## src/rtl/bcd2bin_pkg.sv

```systemverilog
// rtl/bcd2bin_pkg.sv - shared types and constants for the BCD-to-binary controller
//
// Holds the FSM state encoding, the digit/bit counts, the largest accepted
// operand and the operand validity check used by controlador_bcd2bin.
package bcd2bin_pkg;

  localparam int N_DIGITOS = 5;
  localparam int N_BITS    = 16;
  localparam int W_BCD     = 4 * N_DIGITOS;
  localparam int CNT_W     = 5;

  localparam logic [W_BCD-1:0] MAX_BCD = 20'h65535;

  typedef enum logic [2:0] {
    REPOSO,
    CARGA,
    DESPLAZA,
    CORRIGE,
    FIN
  } estado_t;

  // Once every digit is <= 9, BCD ordering matches plain unsigned ordering,
  // so the range check can be a straight magnitude compare.
  function automatic logic bcd_valido(input logic [W_BCD-1:0] v);
    logic ok;
    ok = (v <= MAX_BCD);
    for (int i = 0; i < N_DIGITOS; i++) begin
      if (v[4*i +: 4] > 4'd9) ok = 1'b0;
    end
    return ok;
  endfunction

endpackage

```

## src/rtl/controlador_bcd2bin_corrector.sv

```systemverilog
// rtl/controlador_bcd2bin_corrector.sv - per-digit >=8 / subtract-3 correction slices
//
// Ports:
//   salida_reg   in  digit field fed back from the shift register
//   habilitar    in  high only in CORRIGE; forces all outputs to 0 otherwise
//   carga_a2     out per-digit reload enable (digit >= 8), bit N-1 = MS digit
//   entrada_reg2 out corrected digits (digit - 3, 4-bit wrap), 0 where not enabled
module corrector_digitos
  import bcd2bin_pkg::*;
#(
  parameter int N_DIG = N_DIGITOS
) (
  input  logic [4*N_DIG-1:0] salida_reg,
  input  logic               habilitar,
  output logic [N_DIG-1:0]   carga_a2,
  output logic [4*N_DIG-1:0] entrada_reg2
);

  for (genvar i = 0; i < N_DIG; i++) begin : g_slice
    logic [3:0] digito;
    logic       en;

    assign digito = salida_reg[4*i +: 4];
    // After a right shift a digit >= 8 means a bit of weight 10 entered it
    // as weight 8; removing 3 restores the decimal carry relationship.
    assign en     = habilitar && (digito >= 4'd8);

    assign carga_a2[i]           = en;
    assign entrada_reg2[4*i +: 4] = en ? (digito - 4'd3) : 4'd0;
  end

endmodule

```

## src/rtl/controlador_bcd2bin.sv

```systemverilog
// rtl/controlador_bcd2bin.sv - sequencer for the 36-bit reverse double-dabble register
//
// Ports:
//   reloj, reset       clock and synchronous active-high reset
//   inicio, bcd_in     start request and 5-digit BCD operand (sampled in REPOSO)
//   salida_reg(2)      register digit / binary fields fed back
//   reset_carga        load strobe (CARGA)
//   desplazar          right-shift strobe (DESPLAZA)
//   carga_a2           per-digit reload enables (CORRIGE only)
//   entrada_reg1       latched operand
//   entrada_reg2       corrected digit field
//   binario, error     result and operand-rejected flag, valid with listo
//   listo              one-cycle done pulse (FIN)
//   ocupado            high outside REPOSO
module controlador_bcd2bin
  import bcd2bin_pkg::*;
#(
  parameter int N_DIGITOS = bcd2bin_pkg::N_DIGITOS,
  parameter int N_BITS    = bcd2bin_pkg::N_BITS
) (
  input  logic                   reloj,
  input  logic                   reset,
  input  logic                   inicio,
  input  logic [4*N_DIGITOS-1:0] bcd_in,
  input  logic [4*N_DIGITOS-1:0] salida_reg,
  input  logic [N_BITS-1:0]      salida_reg2,
  output logic                   reset_carga,
  output logic                   desplazar,
  output logic [N_DIGITOS-1:0]   carga_a2,
  output logic [4*N_DIGITOS-1:0] entrada_reg1,
  output logic [4*N_DIGITOS-1:0] entrada_reg2,
  output logic [N_BITS-1:0]      binario,
  output logic                   listo,
  output logic                   error,
  output logic                   ocupado
);

  localparam logic [CNT_W-1:0] ULTIMO = CNT_W'(N_BITS);

  estado_t                estado;
  logic [CNT_W-1:0]       contador;
  logic [CNT_W-1:0]       contador_sig;
  logic [4*N_DIGITOS-1:0] operando;

  assign contador_sig = contador + 1'b1;
  assign entrada_reg1 = operando;

  corrector_digitos #(
    .N_DIG(N_DIGITOS)
  ) u_corrector (
    .salida_reg  (salida_reg),
    .habilitar   (estado == CORRIGE),
    .carga_a2    (carga_a2),
    .entrada_reg2(entrada_reg2)
  );

  // Strobes are registered together with the next state so they stay
  // stable for the whole cycle; the register samples them on the falling edge.
  always_ff @(posedge reloj) begin
    if (reset) begin
      estado      <= REPOSO;
      binario     <= '0;
      error       <= 1'b0;
      operando    <= '0;
      contador    <= '0;
      reset_carga <= 1'b0;
      desplazar   <= 1'b0;
      listo       <= 1'b0;
      ocupado     <= 1'b0;
    end else begin
      case (estado)
        REPOSO: begin
          if (inicio) begin
            operando <= bcd_in;
            ocupado  <= 1'b1;
            contador <= '0;
            if (bcd_valido(bcd_in)) begin
              error       <= 1'b0;
              reset_carga <= 1'b1;
              estado      <= CARGA;
            end else begin
              // Rejected operands skip the register entirely.
              error   <= 1'b1;
              binario <= '0;
              listo   <= 1'b1;
              estado  <= FIN;
            end
          end
        end
        CARGA: begin
          reset_carga <= 1'b0;
          desplazar   <= 1'b1;
          estado      <= DESPLAZA;
        end
        DESPLAZA: begin
          desplazar <= 1'b0;
          contador  <= contador_sig;
          if (contador_sig == ULTIMO) begin
            // The last shift landed on the falling edge just before this edge.
            binario <= salida_reg2;
            listo   <= 1'b1;
            estado  <= FIN;
          end else begin
            estado <= CORRIGE;
          end
        end
        CORRIGE: begin
          desplazar <= 1'b1;
          estado    <= DESPLAZA;
        end
        FIN: begin
          listo   <= 1'b0;
          ocupado <= 1'b0;
          estado  <= REPOSO;
        end
        default: begin
          reset_carga <= 1'b0;
          desplazar   <= 1'b0;
          listo       <= 1'b0;
          ocupado     <= 1'b0;
          estado      <= REPOSO;
        end
      endcase
    end
  end

endmodule

```

## config.mk

```make
export PLATFORM = sky130hd
export DESIGN_NAME = controlador_bcd2bin
export DESIGN_NICKNAME = d
export VERILOG_FILES = /design/src/rtl/bcd2bin_pkg.sv /design/src/rtl/controlador_bcd2bin_corrector.sv /design/src/rtl/controlador_bcd2bin.sv
export SDC_FILE = /design/constraint.sdc
export NUM_CORES = 1
export LEC_CHECK = 0
export CORE_MARGIN = 1.5
export CORE_UTILIZATION = 35
export DETAILED_ROUTE_END_ITERATION = 10
export PLACE_DENSITY_LB_ADDON = 0.1
export SLEW_MARGIN = 15
export SYNTH_ARGS = -nofsm -noshare
export SYNTH_HDL_FRONTEND = slang
export SYNTH_SLANG_ARGS = --single-unit
```

## constraint.sdc

```tcl
create_clock -name reloj -period 6.7 [get_ports reloj]
set_clock_uncertainty 0.2 [all_clocks]
set_input_delay 0.67 -clock reloj [delete_from_list [all_inputs] [get_ports reloj]]
set_output_delay 0.67 -clock reloj [all_outputs]
set_load 0.05 [all_outputs]
```

==> summary.md <==
| Metric | Value |
|---|---|
| TNS Setup | `0 ps` |
| WS Path Type | `in -> out` |
| Routed WL | `5670 um` |
| Initial drt markers | `111` |
| Die ar. | `0.00710 sq mm` |
| Tot Pwr | `617 uW` |
| Fill cells | `610` |
| Largest net degree at the start of global routing | `32` |
| Syn Nets | `353` |
| Most numerous cell in the Yosys netlist | `nand2_1` |
| Cts hold-fix bufs | `0` |
| Antenna violations before repair | `0` |
| Ant. Diodes | `0` |
| DR pass1 iterations | `4` |
| DRC Markers | `0` |
| Cts bufs inserted | `5` |
| Vias per inst | `4.75` |
| Slowest cell on crit path | `clkdlybuf4s50_1` |
| Crit path largest cell delay | `790 ps` |
| Die height | `84.3 um` |
| Via count | `2262` |
| P per Cell Area | `169 mW/mm^2` |
| Leakage power | `1.45 nW` |
| H-tree depth | `2` |
| Commonest cells in the synthesized netlist | `54 x nand2_1, 49 x dfxtp_1, 36 x a21oi_1, 28 x nor2_1` |
| Root buf cell | `clkbuf_8` |
| Worst path cell trace | `clkdlybuf4s50_1, inv_1, ha_1, and3_1, clkdlybuf4s50_1` |
| Yosys top cell area share | `42.4%` |
| Cell taking the most area after synthesis | `dfxtp_1` |
| DR WL/cell | `11.9 um` |
| Worst Hold Endpoint | `entrada_reg1[17]` |
| Worst r2r src | `contador[0]` |
| Routability Congestion | `0.799` |
| Initial Util | `36.4%` |
| Hold Path Cell Cnt | `2` |
| Post-synth ARST share | `0%` |
| TritonCTS clock tree | `yes` |
| Top_reg_cell synth | `dfxtp_1` |
| Final ANT Viol Nets | `0` |
| F_max | `301 MHz` |
| Core ar. | `0.00635 sq mm` |
| Clock-pin slew on the worst setup and hold paths | `90 ps` |
| Worst R2R Setup Slack | `4230 ps` |
| Final setup vio count | `0` |
| Clk sinks | `49` |
| Setup repair bufs after CTS | `0` |
| Worst EP required | `5830 ps` |
| Fin crit share | `49.6%` |
| Tot GR Track Use | `15.8%` |
| Cells on worst reg2reg path | `6` |
| I/O Buffers | `124` |
| Synthesized netlist cell count | `283` |
| Post-DP HPWL | `4210 um` |
| CP max FO | `4` |
| Mapped Avg Cell Area | `8.17 sq um` |
| Layout area overhead | `57.7%` |
| Actual slew at the worst max-slew pin | `1020 ps` |
| Share of cells above drive strength 1 | `2.26%` |
| CP bufs+invs | `3` |
| Post-synth cell types | `35` |
| Crit path DAT | `2460 ps` |
| Site Rows | `29` |
| Outcome | `complete, no violations` |
| GRT overflow | `0` |
| Seq/Total Area, Yosys | `42.4%` |
| First-pass GRT wire length | `9530 um` |
| RSZ-0062 raised after global routing | `false` |
| Minimum clock period | `3330 ps` |
| Slew Limit Fails | `0` |
| Most common cell on crit path | `clkdlybuf4s50_1` |
| Yosys warnings | `0` |
| Synthesized cell area | `0.00231 sq mm` |
| Die width | `84.3 um` |
| Design area | `0.00365 sq mm` |
| Slew headroom | `31.5%` |
| Startpoint types | `input port` |
| Min-Delay Startpoint | `entrada_reg1[17]` |
| Crit. End Element | `output pin` |
| Final Hold Viols | `0` |
| Delay-heaviest family, CP | `buffers and inverters` |
| Worst IR Drop VDD | `0.123 mV` |
| Hold Crit Class | `reg -> reg` |
| Clock Latency Late Sink | `290 ps` |
| Reg2reg end | `binario[11]` |
| Vias in the first global route | `2168` |
| CTS Buffer Depth | `2` |
| Cts repair resizes | `0` |
| Num ports | `125` |
| Top post-synthesis cells by area | `dfxtp_1 42%, nand2_1 8.8%, a21oi_1 7.8%, a22o_1 6.4%, ha_1 6.0%` |
| # nets final | `468` |
| Cell Area, Placed | `0.00357 sq mm` |
| #FFs+latches synth | `49` |
| Max-cap violations | `0` |
| Number of synthesized flops with an enable pin | `0` |
## flip-flops by register name, summed over array words and instances (netlist names)
name and cells:
ocupado 1, reset_carga 1, binario 16, contador 5, estado 3, entrada_reg1 20, desplazar 1, error 1
listo 1
## power by group
| group | internal [mW] | switching, mW | leakage (nW) |
|---|---|---|---|
| clock network | 0.0744 | 0.0929 | 0.0395 |
| registers | 0.302 | 0.00599 | 0.399 |
| logic | 0.0625 | 0.0790 | 1.01 |
## layout make-up
class	count	area [sq um]	share of cell area, %
Timing Repair Buffer	125	1250	34.2
Multi-Input combinational cell	200	1180	32.3
Sequential cell	49	981	26.9
Tap cell	77	96.3	2.64
Clock buffer	8	80.1	2.20
Inverter	17	63.8	1.75
## layout by cell type (no fill, tap or decap), types with 5 or more instances in the layout
master / instances
a21oi_1: 36
a22o_1: 17
and3_1: 6
clkbuf_8: 5
clkdlybuf4s50_1: 124
dfxtp_1: 49
ha_1: 11
inv_1: 17
nand2_1: 54
nor2_1: 28
o21ai_0: 8
xor2_1: 5
## worst register-to-register path: stages, from the launching register on
cell,delay [ps]
dfxtp_1,440
ha_1,280
nand2_1,70
a21oi_1,240
nand2_1,140
nor2_1,790
a22o_1,250
## layer usage
layer | wire [um] | track usage (%) | share of wire [%]
met1 | 2550 | 19.5 | 45
met3 | 472 | 4.52 | 8.3
met2 | 2560 | 27.0 | 45
met5 | 0 | 0 | 0
met4 | 82 | 4.32 | 1.4
## kinds of logic (layout without fill, tap and decap cells)
kind of cell	after synthesis	after routing	share of synthesized area (%)
compound gates	77	77	22.1
simple gates	107	107	21.0
buf+inv	34	150	6.66
flops	49	49	42.4
xor+xnor	5	5	1.89
fa+ha+maj	11	11	5.95
## per-stage QoR
step | util (%) | instances | hold WS, ps | worst slack [ps]
3_5_place_dp | 56.2 | 468 | 247 | 3360
3_3_place_gp | 56.2 | 468 | 242 | 3380
6_report | 57.4 | 476 | 256 | 3370
5_1_grt | 57.4 | 476 | 276 | 3300
4_1_cts | 57.4 | 476 | 260 | 3360
2_1_floorplan | - | 283 | 253 | 3910
## worst max path at each step
| stage | start | end | slack (ps) | cells after the start |
|---|---|---|---|---|
| after detailed placement | salida_reg[4] | entrada_reg2[5] | 3360 | 5 |
| final | salida_reg[12] | entrada_reg2[13] | 3370 | 5 |
| after global routing | salida_reg[0] | entrada_reg2[1] | 3300 | 5 |
| after CTS | salida_reg[4] | entrada_reg2[5] | 3360 | 5 |
| after floorplan | bcd_in[6] | binario[0] | 3910 | 7 |
| after global placement | salida_reg[4] | entrada_reg2[5] | 3380 | 5 |
Power figures use the tool's default switching activity.
